### src/rtl/net_batch_runner.sv
// Batch-inference sequencer: holds DEPTH input vectors with expected labels,
// drives them one at a time through an external net, stores the raw outputs,
// classifies each against THRESH and keeps pass/fail counts.
module net_batch_runner #(
    parameter int          I       = 2,
    parameter int          O       = 1,
    parameter int          AW      = 2,
    parameter logic [31:0] THRESH  = 32'h3f000000,
    parameter int          TIMEOUT = 1024
) (
    input  logic              clk,
    input  logic              rst_n,
    input  logic              ld_valid,
    output logic              ld_ready,
    input  logic [AW-1:0]     ld_addr,
    input  logic [32*I-1:0]   ld_x,
    input  logic [O-1:0]      ld_exp,
    input  logic [AW:0]       n_vec,
    input  logic              stop_on_fail,
    input  logic              start,
    output logic              busy,
    output logic              done,
    output logic [AW:0]       pass_cnt,
    output logic [AW:0]       fail_cnt,
    output logic              err_timeout,
    input  logic [AW-1:0]     rd_addr,
    output logic [32*O-1:0]   rd_y,
    output logic              net_start,
    output logic [32*I-1:0]   net_x,
    input  logic [32*O-1:0]   net_y,
    input  logic              net_done
);

    localparam int DEPTH = 1 << AW;
    localparam int WDW   = $clog2(TIMEOUT + 1);

    typedef enum logic [2:0] {
        S_IDLE,
        S_ISSUE,
        S_WAIT,
        S_CHECK,
        S_FIN
    } state_t;

    state_t state, state_nx;

    logic [32*I-1:0] in_buf  [DEPTH];
    logic [O-1:0]    exp_buf [DEPTH];
    logic [32*O-1:0] res_buf [DEPTH];

    logic [AW-1:0]  idx, idx_nx;
    logic [AW:0]    n_run;
    logic [AW:0]    n_clamp;
    logic           sof;
    logic [WDW-1:0] wd_cnt;
    logic           net_done_p1;
    logic           done_rise;
    logic           wd_expire;
    logic           last_vec;
    logic [O-1:0]   cls;
    logic           vec_pass;
    logic           start_ok;
    logic           load_ok;

    // Class of one IEEE-754 single: 1 iff non-negative and magnitude >= THRESH.
    // For non-negative floats the magnitude bits order like unsigned integers,
    // so a plain unsigned compare suffices; any sign-set value (incl. -0) is 0.
    function automatic logic class_of(input logic [31:0] y);
        return (y[31] == 1'b0) && (y[30:0] >= THRESH[30:0]);
    endfunction

    assign ld_ready  = !busy;
    assign load_ok   = ld_valid && ld_ready;
    assign start_ok  = start && (state == S_IDLE);
    assign n_clamp   = (n_vec > (AW+1)'(DEPTH)) ? (AW+1)'(DEPTH) : n_vec;
    assign done_rise = net_done && !net_done_p1;
    assign wd_expire = (wd_cnt == WDW'(TIMEOUT - 1));
    assign last_vec  = ({1'b0, idx} == (n_run - (AW+1)'(1)));
    assign net_start = (state == S_ISSUE);
    assign rd_y      = res_buf[rd_addr];

    // Classify the stored result of the current vector, one bit per output.
    always_comb begin
        cls = '0;
        for (int j = 0; j < O; j++) begin
            cls[j] = class_of(res_buf[idx][32*j +: 32]);
        end
    end

    assign vec_pass = (cls == exp_buf[idx]);

    // Next-state and next-index logic of the run sequencer.
    always_comb begin
        state_nx = state;
        idx_nx   = idx;
        case (state)
            S_IDLE: begin
                if (start_ok) begin
                    idx_nx   = '0;
                    state_nx = (n_clamp == '0) ? S_FIN : S_ISSUE;
                end
            end
            S_ISSUE: state_nx = S_WAIT;
            S_WAIT: begin
                // A completion edge in the same cycle as expiry still wins.
                if (done_rise) begin
                    state_nx = S_CHECK;
                end else if (wd_expire) begin
                    state_nx = S_FIN;
                end
            end
            S_CHECK: begin
                if (last_vec || (sof && !vec_pass)) begin
                    state_nx = S_FIN;
                end else begin
                    idx_nx   = idx + AW'(1);
                    state_nx = S_ISSUE;
                end
            end
            S_FIN:   state_nx = S_IDLE;
            default: state_nx = S_IDLE;
        endcase
    end

    // FSM state register.
    always_ff @(posedge clk or negedge rst_n) begin
        if (!rst_n) begin
            state <= S_IDLE;
        end else begin
            state <= state_nx;
        end
    end

    // Run control: index, mode capture, watchdog, handshake outputs, counts.
    always_ff @(posedge clk or negedge rst_n) begin
        if (!rst_n) begin
            idx         <= '0;
            n_run       <= '0;
            sof         <= 1'b0;
            wd_cnt      <= '0;
            net_done_p1 <= 1'b0;
            busy        <= 1'b0;
            done        <= 1'b0;
            net_x       <= '0;
            pass_cnt    <= '0;
            fail_cnt    <= '0;
            err_timeout <= 1'b0;
        end else begin
            idx         <= idx_nx;
            net_done_p1 <= net_done;
            // busy and done are registered so that busy falls exactly when done pulses.
            busy        <= (state_nx != S_IDLE);
            done        <= (state == S_FIN);

            if (state_nx == S_ISSUE) begin
                net_x <= in_buf[idx_nx];
            end

            if (state == S_ISSUE) begin
                wd_cnt <= '0;
            end else if (state == S_WAIT) begin
                wd_cnt <= wd_cnt + WDW'(1);
            end

            if (start_ok) begin
                n_run       <= n_clamp;
                sof         <= stop_on_fail;
                pass_cnt    <= '0;
                fail_cnt    <= '0;
                err_timeout <= 1'b0;
            end

            if ((state == S_WAIT) && !done_rise && wd_expire) begin
                err_timeout <= 1'b1;
            end

            if (state == S_CHECK) begin
                if (vec_pass) begin
                    pass_cnt <= pass_cnt + (AW+1)'(1);
                end else begin
                    fail_cnt <= fail_cnt + (AW+1)'(1);
                end
            end
        end
    end

    // Vector/label load port and result capture on the net completion edge.
    always_ff @(posedge clk or negedge rst_n) begin
        if (!rst_n) begin
            for (int k = 0; k < DEPTH; k++) begin
                in_buf[k]  <= '0;
                exp_buf[k] <= '0;
                res_buf[k] <= '0;
            end
        end else begin
            if (load_ok) begin
                in_buf[ld_addr]  <= ld_x;
                exp_buf[ld_addr] <= ld_exp;
            end
            if ((state == S_WAIT) && done_rise) begin
                res_buf[idx] <= net_y;
            end
        end
    end

endmodule

### config.mk
export PLATFORM = sky130hd
export DESIGN_NAME = net_batch_runner
export DESIGN_NICKNAME = d
export VERILOG_FILES = /design/src/rtl/net_batch_runner.sv
export SDC_FILE = /design/constraint.sdc
export NUM_CORES = 1
export LEC_CHECK = 0
export CAP_MARGIN = 10
export CORE_UTILIZATION = 51
export CTS_CLUSTER_DIAMETER = 60
export DETAILED_ROUTE_END_ITERATION = 10
export HOLD_SLACK_MARGIN = 0.02
export PLACE_DENSITY_LB_ADDON = 0.15
export SLEW_MARGIN = 0
export SYNTH_ARGS = -nofsm -noshare
export SYNTH_HDL_FRONTEND = slang
export SYNTH_SLANG_ARGS = --single-unit
### constraint.sdc
create_clock -name clk -period 2.33 [get_ports clk]
set_input_delay 0.233 -clock clk [delete_from_list [all_inputs] [get_ports clk]]
set_output_delay 0.233 -clock clk [all_outputs]
set_load 0.02 [all_outputs]
---- After elaboration in Yosys (flattened, before gate mapping) ----
Index checks and enable logic that the tools add are counted.
word-level totals
  bits in registers ....................... 482
  bits of input ports ..................... 110
  output and inout bits ................... 107
  word-level logic and storage cells ...... 111
cells by class
  $add $sub $neg .......................... 5
  $lt $le $gt $ge ......................... 8
  equality and inequality tests ........... 8
  mux-type cells .......................... 41
  bitwise logic cells ..................... 5
  reductions and logical operators ........ 20
operators with widths
  operator               count
  $bwmux 256             1
  $mux 64                3
  $mux 32                5
  $bmux 32 s2            2
  $bmux 64 s2            1
  $bwmux 128             1
  $demux 64 s2           1
  $demux 32 s2           1
  $mux 3                 12
  $ge 31x30->1 const B   1
  $mux 11                2
  $ge 3x3->1 const B     4
  $not 2->3              4
  $pmux 3 s4             1
  $add 11x1->11 const B  1
  $eq 11x10->1 const B   1
  $logic_and 1x1->1      10
  $add 3x1->3 const B    2
  $eq 3x1->1 const B     2
  $eq 3x2->1 const B     2
  $logic_not 3->1        2
  $lt 3x1->1 const B     2
  $mux 1                 5
  $bwmux 4               1
  15 further kinds       20

---- Logic depth before layout (Yosys ltp) ----
Gate-level depths: netlist of the first run.
  depth after elaboration ................. 16
  depth in mapped cells ................... 11
  depth with buffers taken out ............ 8

---- Worst setup path after synthesis of the first run ----
No wires, ideal clock.
  kind .................................... register to register
  start point ............................. reg idx[0]
  end point ............................... reg net_x[10]
  setup time .............................. 126 ps
  data arrival time ....................... 2,281 ps
  required time ........................... 2,204 ps
  slack ................................... -77 ps
  stages on the path, launching flop included .. 11
  buffers on the path ..................... 3
  period minus slack after synthesis ...... 2,407 ps
  cell sequence ........................... dfrtp_1 buf_6 or3_1 o22a_1 a21bo_1 a31o_2 o31a_1 buf_6 buf_6 a31oi_1 a21oi_1
between the ends
  longest elaborated chain between the ends .. 16
  elaborated cells between the ends (all ways) .. 26
  classes of those cells .................. add/sub (1); order compare (1); eq/ne (3); mux (14); bitwise (3); reduce/logical (4)
ends and longest elaborated chain
  item                                              RTL line  source
  from (decl)                                       51        logic [AW-1:0] idx, idx_nx;
  from (signal assigned)                            149       idx <= idx_nx;
  $not 2->3 (not written as such)                   86, 90
  $bmux 32 s2                                       86        cls[j] = class_of(res_buf[idx][32*j +: 32]);
  $mux 32 (not written as such) (2 in series)       86
  $ge 31x30->1 / $not 1->1 (equally long branches)  69        return (y[31] == 1'b0) && (y[30:0] >= THRESH[30:0]);
  $logic_and 1x1->1                                 69
  $eq 1x1->1                                        90        assign vec_pass = (cls == exp_buf[idx]);
  $logic_not 1->1                                   113       if (last_vec || (sof && !vec_pass)) begin
  $logic_and 1x1->1                                 113
  $logic_or 1x1->1                                  113
  $mux 2                                            113
  $pmux 2 s2                                        96        case (state)
  $not 2->3 (not written as such)                   156       net_x <= in_buf[idx_nx];
  $bmux 64 s2                                       156
  $mux 64 (not written as such) (2 in series)       156
  to (signal assigned)                              156
  to (decl)                                         29        output logic [32*I-1:0] net_x,
Several ways; a longest one is shown, not always the timed one. The select of a mux whose other input is x is not followed.
A chain may end at the register's enable or synchronous reset.

---- Final worst setup path of the first run ----
  start point ............................. reg idx[0]
  end point ............................... reg net_x[37]
Same word-level chain as after synthesis.

==> impl_metrics.toml, run 1 <==
[logic_synthesis]
yosys.area.top_type = "dfrtp_1"
syn_area_per_cell_um2 = 14.08
async_flop_share = 1.000
netlist-cell-type-count = 51
synth_area_leaders = "dfrtp_1 58%, mux2_2 25%, mux4_2 3.6%"
synth_top_area_frac = 0.5810
synth-main-ff-cell = "dfrtp_1"
synth_nets = 1592
yosysWarnings = 0
synth-seq-cells = 482
synthCells = 1474
ys_seq_area_frac = 0.5810
synth_edf_count = 0
syn-cell-area_um2 = 20760

[place]
dpl.hpwl_um = 30260
io_buffers = 216
gp_congestion = 0.7770
pre_cts_ws_ns = -0.2135

[timing]
rsz0062_at_grt = "yes"
fmax_ghz = 0.3866
maxSlewViolCount = 0
period_needed_ns = 2.587
worst_pin_slew_ns = 0.8033
fin_crit_sh = 1.110
setup-violations-final = 66
hold_viol_final = 0
skew_ns = 0.02337
relSlewSlack = 0.4645
layout_setup_ws_ns = -0.2565
hold_ws_ns = 0.1214

[critical_path]
worstPathMaxFanout = 16
arrival_ns = 3.05
cpLargestDelayFamily = "buffers and inverters"
worstPathRequired_ns = 2.79
critPathBufInv = 3
startpoint_type = "flip-flop"
critPathMaxStageDelay_ns = 0.51
end_kind = "flip-flop"
crit_top_cell = "buf_6"
cp_cell_sequence = "mux4_2, nand3b_1, buf_4, a31oi_4, buf_6, nand3_4, buf_6, a31oi_1, a21oi_1"
crit_slowest_cell = "mux4_2"
critical_path_class = "flip-flop to flip-flop"

[floorplanning]
io_pins = 217
die_h_um = 203.8
start_util = 0.5201
rows = 73
die-area_um2 = 41520
coreArea_um2 = 39910
die_w_um = 203.8

[detailed_routing]
drc = 0
drtAntennaViolNets = 0
vias = 13520
first_iter_violations = 622
viasPerCell = 5.887
post_drt_wl_per_cell_um = 23.28
wl_um = 53450
firstDrtPassIters = 4

[global_route]
grt-ovfl-total = 0
grt_pass1_wl_um = 80890
track_usage = 0.2510
antenna_found_initial = 3
grt_pass1_vias = 14590
grt_max_degree = 77

[layout]
register_area_um2 = 12070
final_nets = 1847
drive_gt1_frac = 0.4144
fill_cells = 2860
syn_to_final_growth_pct = 29.10
mostFrequentLayoutCells = "481 x dfrtp_1, 454 x mux2_2, 207 x clkdlybuf4s50_1"
multi_input_area_um2 = 8655
final_common_cell = "dfrtp_1"

[cts]
clockBufferDepth = 3
clockRootBuffer = "clkbuf_16"
cts_tree = "done"
clkSinkCount = 482
clk_latency_ns = 0.59
htreeDepth = 2
path_clk_slew_ns = 0.06
cts_made_buffers = 50

[min_path]
hp-class = "input pin to flip-flop"

[pwr]
power_mw = 37.57
p_leak_nw = 11.48
p_per_area_nw_per_um2 = 1402
irDropWorstVdd_mv = 1.044

[outcome]
violations = "negative setup slack"
status = "finished, violations left"

[job]
drv_cap = 0
## power by group
part	total, mW	switching, mW	internal [mW]
logic	14.7	6.73	7.92
clock network	8.57	3.30	5.28
registers	14.3	2.15	12.2
total	37.6	12.2	25.4
## sequential cells by signal, summed over array words and instances, names as in the netlist
name / flops
state: 3
res_buf: 128
in_buf: 256
done: 1
busy: 1
idx: 2
net_done_p1: 1
wd_cnt: 11
n_run: 3
exp_buf: 4
net_x: 64
fail_cnt: 3
pass_cnt: 3
err_timeout: 1
sof: 1
## cell type report
cell class,instances,area share
sequential,482,0.4502
multi-input combinational,879,0.3229
timing repair buffer,309,0.1345
clock buffer,71,0.05490
tap,525,0.02451
clock inverter,21,0.01176
inverter,7,0.001074
antenna,2,0.0001867
## cell usage after synthesis (2+ instances only)
library cell,instances
and3_1,6
dfrtp_1,482
and4_1,5
o22ai_1,64
inv_1,6
nor2_1,6
a31oi_1,68
or3_1,3
nand3b_1,3
buf_1,19
o21ai_1,2
a21oi_1,64
nand2_1,27
nand2b_1,2
clkbuf_2,6
xnor2_1,2
nor2b_1,2
nand4_1,4
clkbuf_1,59
buf_2,7
nand3_1,10
and2_1,4
buf_6,8
o21ai_0,84
ha_1,8
nor4bb_1,2
mux2_2,454
nor3_1,2
mux4_2,33
mux2i_1,5
buf_4,7
## worst register-to-register path, stage by stage, from the launching register on
cell and delay (ns):
dfrtp_4 0.47, mux4_2 0.51, nand3b_1 0.23, buf_4 0.18, a31oi_4 0.19, buf_6 0.13
nand3_4 0.17, buf_6 0.27, a31oi_1 0.22, a21oi_1 0.10
## routing by layer
metal,vias up,wire (µm),track usage
met5,-,14,0
met4,2,1294,0.07626
met3,87,2854,0.05337
met2,315,26230,0.4184
met1,7081,23060,0.3291
li1,6031,-,-
## through the flow
stage	TNS, ns	std cells	cell area [µm²]	util
final	-12.91	2296	26800	0.6715
after detailed placement	-11.49	2181	24190	0.6061
after CTS	-10.33	2280	26200	0.6564
after global routing	-18.70	2295	26800	0.6714
after floorplan	-2.460	1474	20780	-
after global placement	-9.293	2181	24190	0.6061
## cell families after synthesis
group,share of synthesized area
DFF,0.5810
xor gates and xnor gates,0.001266
and+or+nand+nor,0.02242
AOI/OAI and AO/OA,0.08064
adders and majority gates,0.004822
buffers and inverters,0.02537
muxes,0.2845
## what timing repair did
item	4_1_cts	5_1_grt
pin swaps	21	3
hold buffers	1	0
setup buffers	3	5
gates resized for setup	25	58
hold endpoints to repair	162	0
setup endpoints to repair	72	69
gates cloned	3	9
## worst paths after layout
| check | endpoint | slack [ns] | depth (start not counted) | startpoint |
|---|---|---|---|---|
| max | net_x[37]$_DFFE_PN0N_ | -0.26 | 9 | idx[0]$_DFF_PN0_ |
| min | net_done_p1$_DFF_PN0_ | 0.12 | 1 | net_done |
| max reg2reg | net_x[37]$_DFFE_PN0N_ | -0.26 | 9 | idx[0]$_DFF_PN0_ |
| min reg2reg | fail_cnt[2]$_DFF_PN0_ | 0.48 | 1 | fail_cnt[2]$_DFF_PN0_ |
| max in group asynchronous | in_buf[6]$_DFFE_PN0P_ | 1.31 | 3 | rst_n |
| min in group asynchronous | res_buf[87]$_DFFE_PN0P_ | 0.20 | 2 | rst_n |
Power figures use the tool's default switching activity.
==> inputs of run 2 (changes only) <==
--- a/config.mk
+++ b/config.mk
@@ -5,6 +5,7 @@
 export SDC_FILE = /design/constraint.sdc
 export NUM_CORES = 1
 export LEC_CHECK = 0
+export ABC_CLOCK_PERIOD_IN_PS = 2260
 export CAP_MARGIN = 10
 export CORE_UTILIZATION = 51
 export CTS_CLUSTER_DIAMETER = 60
==> constraint.sdc (replaced) <==
create_clock -name clk -period 2.26 [get_ports clk]
set_input_delay 0.226 -clock clk [delete_from_list [all_inputs] [get_ports clk]]
set_output_delay 0.226 -clock clk [all_outputs]
set_load 0.02 [all_outputs]
==> run 2 against run 1 <==
Against the previous run: the flow still finishes with violations (negative setup slack); critical path depth is 1 higher; final area fell by 0.97%; die area did not move; largest cell class unchanged; combinational power about the same; final cell count rose by 0.52%; routed wire length is 2.7% lower; power grew 0.30%; first-iteration DRC count rose by 6.1%; clock skew is 0.0019 ns lower; global-route usage is 0.26 points higher.
==> impl_metrics.toml, run 2 (synthesis gave the netlist of run 1 again) <==
[critical_path]
crit_slowest_cell = "dfrtp_4"
end_kind = "flip-flop"
cp_cell_sequence = "or3_1, o22a_1, a21bo_1, a31oi_2, buf_4, nand3_4, buf_12, clkbuf_16, o22ai_1, a21oi_1"
rrSetupSlack_ns = -0.30
startpoint_type = "flip-flop"
critPathBufInv = 3
critPathMaxStageDelay_ns = 0.53
worstPathMaxFanout = 7
arrival_ns = 3.02
worstPathRequired_ns = 2.72
critical_path_class = "flip-flop to flip-flop"
cpLargestDelayFamily = "compound AO/OA/AOI/OAI gates"

[timing]
period_needed_ns = 2.561
setup-violations-final = 65
relSlewSlack = 0.2809
skew_ns = 0.02144
fmax_ghz = 0.3905
fin_crit_sh = 1.133
hold_ws_ns = 0.1087
worst_pin_slew_ns = 1.079
rsz0062_at_grt = "yes"
maxSlewViolCount = 0
layout_setup_ws_ns = -0.3006
hold_viol_final = 0

[cts]
path_clk_slew_ns = 0.07
clkSinkCount = 482
cts_made_buffers = 51
clockBufferDepth = 3
clockRootBuffer = "clkbuf_16"
htreeDepth = 2
clk_latency_ns = 0.60
cts_tree = "done"

[global_route]
grt_pass1_wl_um = 81770
grt_max_degree = 85
grt-ovfl-total = 0
grt_pass1_vias = 14510
track_usage = 0.2536
antenna_found_initial = 6

[detailed_routing]
drtAntennaViolNets = 0
viasPerCell = 5.912
wl_um = 51990
firstDrtPassIters = 5
vias = 13650
post_drt_wl_per_cell_um = 22.52
drc = 0
first_iter_violations = 660

[pwr]
p_leak_nw = 11.56
p_per_area_nw_per_um2 = 1420
irDropWorstVdd_mv = 0.8374
power_mw = 37.68

[layout]
top_register = "in_buf"
reg.largest.list = "in_buf: 256 flops, res_buf: 128 flops, net_x: 64 flops"
final_nets = 1856
fill_cells = 2865
syn_to_final_growth_pct = 27.85
drive_gt1_frac = 0.4093
fin_util = 0.6650
multi_input_area_um2 = 8504
final_common_cell = "dfrtp_1"
register_area_um2 = 12070
largest_reg_flops = 256
mostFrequentLayoutCells = "481 x dfrtp_1, 454 x mux2_2, 192 x clkdlybuf4s50_1"

[floorplanning]
io_pins = 217
die_w_um = 203.8
coreArea_um2 = 39910
die-area_um2 = 41520
rows = 73
start_util = 0.5201
die_h_um = 203.8

[place]
gp_congestion = 0.8045
io_buffers = 216
dpl.hpwl_um = 31780

[min_path]
hp-class = "input pin to flip-flop"

[outcome]
violations = "negative setup slack"
status = "finished, violations left"

[job]
drv_cap = 0
run 2: changes by cell type in the layout (fill, tap and decap cells not counted), moves of 6 or more:
cell             change
o22ai_1             +18
o22ai_2             -17
buf_4               +16
clkdlybuf4s50_1     -15
dlymetal6s2s_1      +10
a31oi_2              +6
clkinv_2             +6
run 2: area by class of cell:
type,instances,share of cell area
Sequential cell,482,0.4546
Antenna cell,2,0.0001886
Clock buffer,72,0.05596
Clock inverter,24,0.008014
Multi-Input combinational cell,879,0.3204
Timing Repair Buffer,317,0.1350
Tap cell,525,0.02475
Inverter,7,0.001084
run 2: final timing paths:
path	startpoint	endpoint	cells past startpoint
max	idx[0]$_DFF_PN0_	net_x[8]$_DFFE_PN0N_	10
min	net_done	net_done_p1$_DFF_PN0_	1
max reg2reg	idx[0]$_DFF_PN0_	net_x[8]$_DFFE_PN0N_	10
min reg2reg	fail_cnt[2]$_DFF_PN0_	fail_cnt[2]$_DFF_PN0_	1
max in group asynchronous	rst_n	in_buf[189]$_DFFE_PN0P_	4
min in group asynchronous	rst_n	res_buf[86]$_DFFE_PN0P_	2
run 2: metrics by stage:
step / instances / area (µm²) / setup TNS [ns] / setup slack (ns)
2_1_floorplan: 1474 / 20780 / -6.683 / -0.1118
3_3_place_gp: 2197 / 24360 / -14.11 / -0.2522
3_5_place_dp: 2197 / 24360 / -16.34 / -0.2927
4_1_cts: 2297 / 26160 / -16.17 / -0.2943
5_1_grt: 2308 / 26540 / -22.18 / -0.3786
6_report: 2308 / 26540 / -16.80 / -0.3006
run 2: timing repair:
| item | in CTS | in global routing |
|---|---|---|
| endpoints found under the hold margin | 167 | 0 |
| cloned | 2 | 4 |
| setup buffers | 1 | 5 |
| setup endpoints to repair | 77 | 80 |
| resized for setup | 20 | 55 |
| pin swaps | 3 | 2 |
| hold buffers | 1 | 0 |
run 2: where the power goes:
group	leakage [nW]	internal [mW]	switching [mW]
clock network	0.854	4.93	3.44
registers	5.94	12.6	2.19
logic	4.76	7.86	6.70
total	11.6	25.4	12.3
run 2: metal layers:
layer,vias up,wire length [µm],global-route usage
li1,6038,-,-
met1,7194,22170,0.3359
met5,-,56,0
met2,313,25740,0.4170
met3,92,2837,0.05785
met4,8,1180,0.07438
==> inputs of run 3 (changes only) <==
--- a/config.mk
+++ b/config.mk
@@ -7,6 +7,7 @@
 export LEC_CHECK = 0
 export ABC_CLOCK_PERIOD_IN_PS = 2260
 export CAP_MARGIN = 10
+export CORE_ASPECT_RATIO = 0.7
 export CORE_UTILIZATION = 51
 export CTS_CLUSTER_DIAMETER = 60
 export DETAILED_ROUTE_END_ITERATION = 10
==> run 3 against run 2 <==
Against the previous run: the run still ends with negative setup slack left; global-route usage fell by 0.18 points; setup slack worse by 0.029 ns; fmax down 1.1%; sequential power about the same; final area shrank 0.23%; count of clock-buffer cells in the layout is 10 lower; combinational power hardly changed; routed wire length is 1.3% higher; power grew 0.25%; flip-flop and latch count unchanged; clock power is 0.6% lower; largest power group unchanged; highest routed layer unchanged.
==> impl_metrics.toml, run 3 (synthesis gave the netlist of run 1 again) <==
[critical_path]
critPathBufInv = 1
worstPathRequired_ns = 2.69
end_kind = "flip-flop"
cpLargestDelayFamily = "compound AO/OA/AOI/OAI gates"
arrival_ns = 3.02
crit_slowest_cell = "dfrtp_4"
startpoint_type = "flip-flop"
cp_cell_sequence = "or3_1, o22a_1, a21bo_2, a31o_4, o31a_4, buf_16, a31oi_2, a21oi_1"
worstPathMaxFanout = 20
critPathMaxStageDelay_ns = 0.53
critical_path_class = "flip-flop to flip-flop"

[pwr]
power_mw = 37.77
p_leak_nw = 11.35
irDropWorstVdd_mv = 0.7368
p_per_area_nw_per_um2 = 1426

[detailed_routing]
first_iter_violations = 858
drc = 0
firstDrtPassIters = 5
viasPerCell = 5.973
vias = 13800
drtAntennaViolNets = 0
post_drt_wl_per_cell_um = 22.80
wl_um = 52660

[floorplanning]
start_util = 0.5201
io_pins = 217
die-area_um2 = 41530
die_w_um = 243.1
die_h_um = 170.8
rows = 61
coreArea_um2 = 39920

[global_route]
grt-ovfl-total = 0
track_usage = 0.2518
antenna_found_initial = 3
grt_pass1_vias = 14420
grt_max_degree = 81
use_met2 = 0.3979
grt.met1_usage = 0.3604
grt-busiest-layer = "met2"
met3_usage = 0.04737
grt_pass1_wl_um = 81930

[cts]
cts_made_buffers = 46
clkSinkCount = 482
cts_tree = "done"
clockRootBuffer = "clkbuf_16"
clockBufferDepth = 3
clk_latency_ns = 0.56
path_clk_slew_ns = 0.07
htreeDepth = 2

[layout]
drive_gt1_frac = 0.4140
final_nets = 1854
reg.largest.list = "in_buf: 256 flops, res_buf: 128 flops, net_x: 64 flops"
final_common_cell = "dfrtp_1"
fin_cells = 2310
fin_util = 0.6634
top_register = "in_buf"
largest_reg_flops = 256
mostFrequentLayoutCells = "481 x dfrtp_1, 454 x mux2_2, 205 x clkdlybuf4s50_1"
syn_to_final_growth_pct = 27.56

[timing]
setup-violations-final = 66
hold_viol_final = 0
layout_setup_ws_ns = -0.3294
skew_ns = 0.02098
rsz0062_at_grt = "yes"
fin_crit_sh = 1.146
fmax_ghz = 0.3862
period_needed_ns = 2.589
hold_ws_ns = 0.1765
fin_setup_tns_ns = -18.39
maxSlewViolCount = 0
worst_pin_slew_ns = 0.8038
relSlewSlack = 0.4641

[job]
drv_cap = 0

[min_path]
hp-class = "input pin to asynchronous set/reset pin"

[outcome]
status = "finished, violations left"
violations = "negative setup slack"

[place]
io_buffers = 216
dp.cells = 2213
gp_congestion = 0.7964
dpl.hpwl_um = 31590
run 3: final timing paths:
| path | end | cells after the start | from | slack (ns) |
|---|---|---|---|---|
| hold reg to reg | n_run[1]$_DFFE_PN0P_ | 2 | n_run[1]$_DFFE_PN0P_ | 0.49 |
| setup / recovery | net_x[45]$_DFFE_PN0N_ | 8 | idx[0]$_DFF_PN0_ | -0.33 |
| min in group clk | net_done_p1$_DFF_PN0_ | 1 | net_done | 0.18 |
| max in group asynchronous | net_x[30]$_DFFE_PN0N_ | 4 | rst_n | 1.29 |
| setup reg to reg | net_x[45]$_DFFE_PN0N_ | 8 | idx[0]$_DFF_PN0_ | -0.33 |
| hold / removal | res_buf[111]$_DFFE_PN0P_ | 2 | rst_n | 0.18 |
run 3: power by group:
part           leakage [nW]  switching, mW  total (mW)  internal (mW)
combinational          4.59           6.84        14.7           7.82
clock                 0.818           3.35        8.32           4.97
sequential             5.94           2.23        14.8           12.6
run 3: layer usage:
metal  vias up  share of wire
met4         2          0.018
met5         -        0.00023
met2       418           0.47
li1       6061              -
met3        68          0.061
met1      7249           0.45
run 3: per-stage QoR:
stage	cell area [µm²]	setup WS, ns
after floorplan	20780	-0.1118
after global placement	24360	-0.3104
after detailed placement	24360	-0.3636
after CTS	26100	-0.3164
after global routing	26480	-0.4445
final	26480	-0.3294
run 3: repair_timing:
action	CTS	global route
hold buffers	1	0
endpoints found under the setup margin	105	73
pin swaps	4	23
gates cloned	0	6
buffers inserted	2	3
gates resized for setup	27	69
hold endpoints to repair	312	0
run 3: area by class of cell:
class                      count  area [µm²]
fill                        2849       13440
sequential                   482       12070
multi-input combinational    879        8554
timing repair buffer         320        3516
clock buffer                  62        1343
tap                          535       669.4
clock inverter                23       299.0
inverter                       7       28.78
antenna                        2       5.005
